`config.mk`:
```
export PLATFORM = sky130hd
export DESIGN_NAME = ysyx_22050039_mem_arbiter
export DESIGN_NICKNAME = d
export VERILOG_FILES = /design/src/rtl/ysyx_22050039_mem_arbiter.sv
export SDC_FILE = /design/constraint.sdc
export NUM_CORES = 1
export LEC_CHECK = 0
export CAP_MARGIN = 5
export CORE_AREA = 2 2 213 215
export DETAILED_ROUTE_END_ITERATION = 6
export DIE_AREA = 0 0 215 217
export PLACE_DENSITY = 0.63
export RECOVER_POWER = 100
export SLEW_MARGIN = 10
export SYNTH_ARGS = -nofsm -noshare
export SYNTH_HDL_FRONTEND = slang
export SYNTH_SLANG_ARGS = --single-unit
```
`constraint.sdc`:
```
create_clock -name clk -period 5.75 [get_ports clk]
set_clock_uncertainty 0.05 [all_clocks]
set_input_delay 1.15 -clock clk [delete_from_list [all_inputs] [get_ports clk]]
set_output_delay 1.15 -clock clk [all_outputs]
set_load 0.1 [all_outputs]
```
`src/rtl/ysyx_22050039_mem_arbiter.sv`:
```
// ysyx_22050039_mem_arbiter
// Shares the single physical memory port between instruction fetch (IF) and
// load/store (LS). One outstanding transaction, round-robin on ties, and a
// response timeout so that every accepted request is answered exactly once.
module ysyx_22050039_mem_arbiter #(
    parameter int XLEN    = 64,
    parameter int TIMEOUT = 256,
    parameter int CNT_W   = $clog2(TIMEOUT) + 1
) (
    input  logic            clk,
    input  logic            rst,
    // instruction fetch port
    input  logic            if_req_valid,
    output logic            if_req_ready,
    input  logic [XLEN-1:0] if_addr,
    output logic            if_rsp_valid,
    output logic [XLEN-1:0] if_rdata,
    output logic            if_rsp_err,
    // load/store port
    input  logic            ls_req_valid,
    output logic            ls_req_ready,
    input  logic [XLEN-1:0] ls_addr,
    input  logic            ls_wen,
    input  logic [XLEN-1:0] ls_wdata,
    input  logic [7:0]      ls_wmask,
    output logic            ls_rsp_valid,
    output logic [XLEN-1:0] ls_rdata,
    output logic            ls_rsp_err,
    // memory port
    output logic            mem_req_valid,
    input  logic            mem_req_ready,
    output logic [XLEN-1:0] mem_addr,
    output logic [XLEN-1:0] mem_wdata,
    output logic            mem_wen,
    output logic [7:0]      mem_wmask,
    input  logic            mem_rsp_valid,
    input  logic [XLEN-1:0] mem_rdata
);

    localparam logic [1:0] S_IDLE = 2'd0;
    localparam logic [1:0] S_REQ  = 2'd1;
    localparam logic [1:0] S_RESP = 2'd2;

    logic [1:0]       state;
    logic [CNT_W-1:0] cnt;
    logic             last_grant;   // 1 = LS was granted most recently
    logic             owner_ls;     // owner of the transaction in flight
    logic             grant_if;
    logic             grant_ls;
    logic             busy;
    logic             done_ok;
    logic             done_to;

    // Arbitration: sole requester wins; on a tie the side not granted last wins.
    // Gated by rst so no handshake is offered while reset is asserted.
    always_comb begin
        grant_if = 1'b0;
        grant_ls = 1'b0;
        if (rst && (state == S_IDLE)) begin
            if (if_req_valid && ls_req_valid) begin
                grant_if = last_grant;
                grant_ls = !last_grant;
            end else begin
                grant_if = if_req_valid;
                grant_ls = ls_req_valid;
            end
        end
    end

    assign if_req_ready  = grant_if;
    assign ls_req_ready  = grant_ls;
    assign mem_req_valid = (state == S_REQ);

    assign busy    = (state == S_REQ) || (state == S_RESP);
    assign done_ok = (state == S_RESP) && mem_rsp_valid;
    // A real response in the last allowed cycle takes priority over the timeout.
    assign done_to = busy && !done_ok && (cnt == CNT_W'(TIMEOUT - 1));

    // Transaction FSM, timeout counter and latched request fields.
    always_ff @(posedge clk or negedge rst) begin
        if (!rst) begin
            state      <= S_IDLE;
            cnt        <= '0;
            last_grant <= 1'b0;
            owner_ls   <= 1'b0;
            mem_addr   <= '0;
            mem_wdata  <= '0;
            mem_wen    <= 1'b0;
            mem_wmask  <= '0;
        end else begin
            case (state)
                S_IDLE: begin
                    if (grant_if || grant_ls) begin
                        state      <= S_REQ;
                        cnt        <= '0;
                        owner_ls   <= grant_ls;
                        last_grant <= grant_ls;
                        mem_addr   <= grant_ls ? ls_addr : if_addr;
                        mem_wdata  <= grant_ls ? ls_wdata : '0;
                        mem_wen    <= grant_ls && ls_wen;
                        mem_wmask  <= grant_ls ? ls_wmask : '0;
                    end
                end
                S_REQ, S_RESP: begin
                    cnt <= cnt + CNT_W'(1);
                    if (done_ok || done_to) begin
                        state <= S_IDLE;
                    end else if ((state == S_REQ) && mem_req_ready) begin
                        state <= S_RESP;
                    end
                end
                default: state <= S_IDLE;
            endcase
        end
    end

    // Response pulses to the owner; data and error hold between pulses.
    always_ff @(posedge clk or negedge rst) begin
        if (!rst) begin
            if_rsp_valid <= 1'b0;
            if_rdata     <= '0;
            if_rsp_err   <= 1'b0;
            ls_rsp_valid <= 1'b0;
            ls_rdata     <= '0;
            ls_rsp_err   <= 1'b0;
        end else begin
            if_rsp_valid <= 1'b0;
            ls_rsp_valid <= 1'b0;
            if (done_ok || done_to) begin
                if (owner_ls) begin
                    ls_rsp_valid <= 1'b1;
                    ls_rsp_err   <= done_to;
                    ls_rdata     <= (done_to || mem_wen) ? '0 : mem_rdata;
                end else begin
                    if_rsp_valid <= 1'b1;
                    if_rsp_err   <= done_to;
                    if_rdata     <= done_to ? '0 : mem_rdata;
                end
            end
        end
    end

endmodule

```
==> metrics.md <==
| Metric | Value |
|---|---|
| Final WS setup | 1.27 ns |
| Fin Hold WS | 0.427 ns |
| Area grow syn2layout | 64.5% |
| Fraction of registers with async set/reset | 1.00 |
| Tmin final | 4.48 ns |
| DR vias | 9622 |
| R2R depth | 8 |
| Worst slew pin tran | 2.78 ns |
| Total GRT Usage | 0.175 |
| Crit-path cells | dlygate4sd3_1, and2_2, a21oi_1, nand2b_1, clkbuf_1, a22o_1 |
| Initial antenna violation count | 4 |
| Number of max-slew violations in the final report | 272 |
| CTS tree | built |
| Area of the multi-input gates | 3430 um2 |
| Clock latency on the worst-skew pair | 0.53 ns |
| Ports | 543 |
| Die area | between 40000 and 50000 um2 |
| Failing checks | max-capacitance violations, max-slew violations |
| Fin. Hold Viols | 0 |
| Status | finished, violations left |
| Final RePlAce weighted congestion | approximately 0.84 |
| Arrival @ worst endpoint | between 4 and 5 ns |
| CP Launch Type | primary input |
| Register area | around 7000 um2 |
| H-Tree Depth | 2 |
| CP required | between 6 and 7 ns |
| Die Width | 215 um |
| WHS Path Cells | 1 |
| Synthesized cell area | ~11000 um2 |
| Max-cap violations | 6 |
| Met1 usage | 0.210 |
| Max Clock Freq | around 220 MHz |
| Setup violations, final | 0 |
| Initial DRT Pass Iterations | 4 |
| Slowest-stage cell, CP | clkbuf_1 |
| Unique cell type count in the Yosys netlist | 37 |
| Vias in the first global route | just under 10000 |
| Crit Path Max Fanout | 43 |
| Worst path depth | 6 |
| Pre-CTS setup slack | roughly 2.0 ns |
| R2r endpoint | ls_rdata[44] |
| Slew margin rel. | -0.866 |
| Num CTS Buffers | 34 |
| Syn Inst Count | 898 |
| Clock-pin transition on the worst setup and hold timing paths | 0.06 ns |
| CTS sink count | 281 |
| Clock root buffer master | clkbuf_16 |
| # fillers | between 4000 and 5000 |
| DRT Wirelength | 42.1 mm |
| Violation count after the first detailed-routing iteration | 626 |
| Initial Util | 0.244 |
| R2R Setup Slk | between 1.5 and 2 ns |
| Die Height | 217 um |
| Row Count | 78 |
| Vias per cell | roughly 4.7 |
| Sequential share of the synthesized area | 0.645 |
| Post-synth EDFFs | 0 |
| Detail Placement HPWL | 29.4 mm |
| Worst path max stage delay | 1.57 ns |
| Crit path kind | primary input to register |
| Final #Nets | 1686 |
| Synth Register Bits | ~280 |
| WL/cell | approximately 21 um |
| Post_cts resized | 0 |
| Crit-path leading delay family | buffers and inverters |
| Synth warn | 0 |
| Share of cells above drive strength 1 | 0.0502 |
| Largest net degree at the start of global routing | 165 |
| Remaining antenna violation count after routing | 0 |
| Hold_sp | cnt[7] |
| Cts hold-fix bufs | 0 |
| Hold/Removal Path Class | register to register |
| GR peak layer | met2 |
| Synth Flop Type | dfrtp_1 |
| Routing usage on met2 | 0.286 |
| RSZ-0062 raised after global routing | false |
| Syn_nets | 1175 |
| Mapped Avg Cell Area | approximately 12 um2 |
| Worst Setup SP | mem_rsp_valid |
| Setup TNS | 0 ns |
| First-pass GRT wire length | 63.2 mm |
| CP endpoint | ls_rdata[44] |
| Crit. End Element | register |
| FF-to-FF Start | cnt[0] |
| Largest buffer count on any clock path | 3 |
| Core footprint | about 45000 um2 |
| Final worst-path cycle share | 0.780 |
| Setup repair bufs after CTS | 0 |
| Buf/Inv on CP | 2 |
| Residual overflow from global routing | 0 |
| Port bufs | 542 |
| Met3 Usage GRT | 0.0660 |
| Post-route DRC violation count | 0 |
placed cells by master (no fill, tap or decap), types with 2 or more instances in the layout:
master	count
o21a_1	2
bufinv_16	3
buf_12	3
clkbuf_16	34
a211oi_1	2
nand3_1	4
clkbuf_1	14
clkbuf_8	8
a21oi_1	134
nand4b_1	2
clkdlybuf4s50_1	266
nand2_1	82
nor3_1	2
ha_1	6
clkinv_2	5
o2bb2ai_1	2
a32o_1	65
nor2_1	66
o211ai_1	2
a22o_1	137
o21ai_0	7
dlygate4sd3_1	271
buf_4	8
inv_6	2
dfrtp_1	281
inv_1	6
cells by family (layout without fill, tap and decap cells):
group	Yosys count	count (layout)	share of synthesized area
AO/OA/AOI/OAI	356	356	0.244
adder cells (fa/ha/maj)	6	6	0.00689
buffers and inverters	89	625	0.0404
flip-flops	281	281	0.645
multiplexers	2	2	0.00195
other	0	1	0
AND/OR/NAND/NOR	164	164	0.0613
sequential cells by signal, indices dropped and copies added (netlist names):
signal,cells
if_rdata,64
ls_rdata,64
mem_addr,64
mem_wdata,64
cnt,9
mem_wmask,8
state,2
if_rsp_err,1
if_rsp_valid,1
ls_rsp_err,1
ls_rsp_valid,1
mem_wen,1
owner_ls,1
area by class of cell:
type / count / share of cell area
clock inverters: 11 / 0.00831
repair buffers: 556 / 0.309
inverters: 8 / 0.00174
diodes: 1 / 0.000140
flip-flops and latches: 281 / 0.392
clock buffers: 50 / 0.0553
well taps: 600 / 0.0419
multi-input cells: 528 / 0.192
synthesized netlist by cell type, types with 2 or more instances:
cell         n  share of area
buf_2       49          0.023
nand2_1     82          0.028
nor2_1      66          0.023
o21ai_0      7         0.0032
nand3_1      4         0.0018
clkbuf_1    15         0.0052
and2_1       2         0.0011
a32o_1      65          0.060
ha_1         6         0.0069
nand4b_1     2         0.0016
inv_2        2        0.00069
dfrtp_1    281           0.65
buf_4       10         0.0069
o2bb2ai_1    2         0.0016
o21a_1       2         0.0014
o211ai_1     2         0.0014
buf_1        6         0.0021
a211oi_1     2         0.0014
inv_1        6         0.0021
a21oi_1    134          0.062
a22o_1     137           0.11
worst min path at each step:
| stage | endpoint | slack [ns] |
|---|---|---|
| CTS | cnt[7] | 0.43 |
| global placement | cnt[8] | 0.41 |
| finish | cnt[7] | 0.43 |
| global route | if_rdata[20] | 0.44 |
| floorplan | cnt[7] | 0.39 |
| detailed placement | cnt[7] | 0.41 |
stage by stage:
stage / cell area [um2] / instances / utilization
2_1_floorplan: 10900 / 898 / -
3_3_place_gp: 16800 / 1973 / 0.376
3_5_place_dp: 16800 / 1973 / 0.376
4_1_cts: 18000 / 2034 / 0.402
5_1_grt: 17900 / 2034 / 0.401
6_report: 17900 / 2035 / 0.401
routing by layer:
metal / share of wire / vias to the layer above
li1: - / 4364
met4: 0.032 / 4
met2: 0.48 / 448
met5: 0.00062 / -
met3: 0.097 / 72
met1: 0.39 / 4734
Power is left out: the tool's default activity adds up to more than one toggle a clock period on the data nets, which glitch-free logic cannot reach.
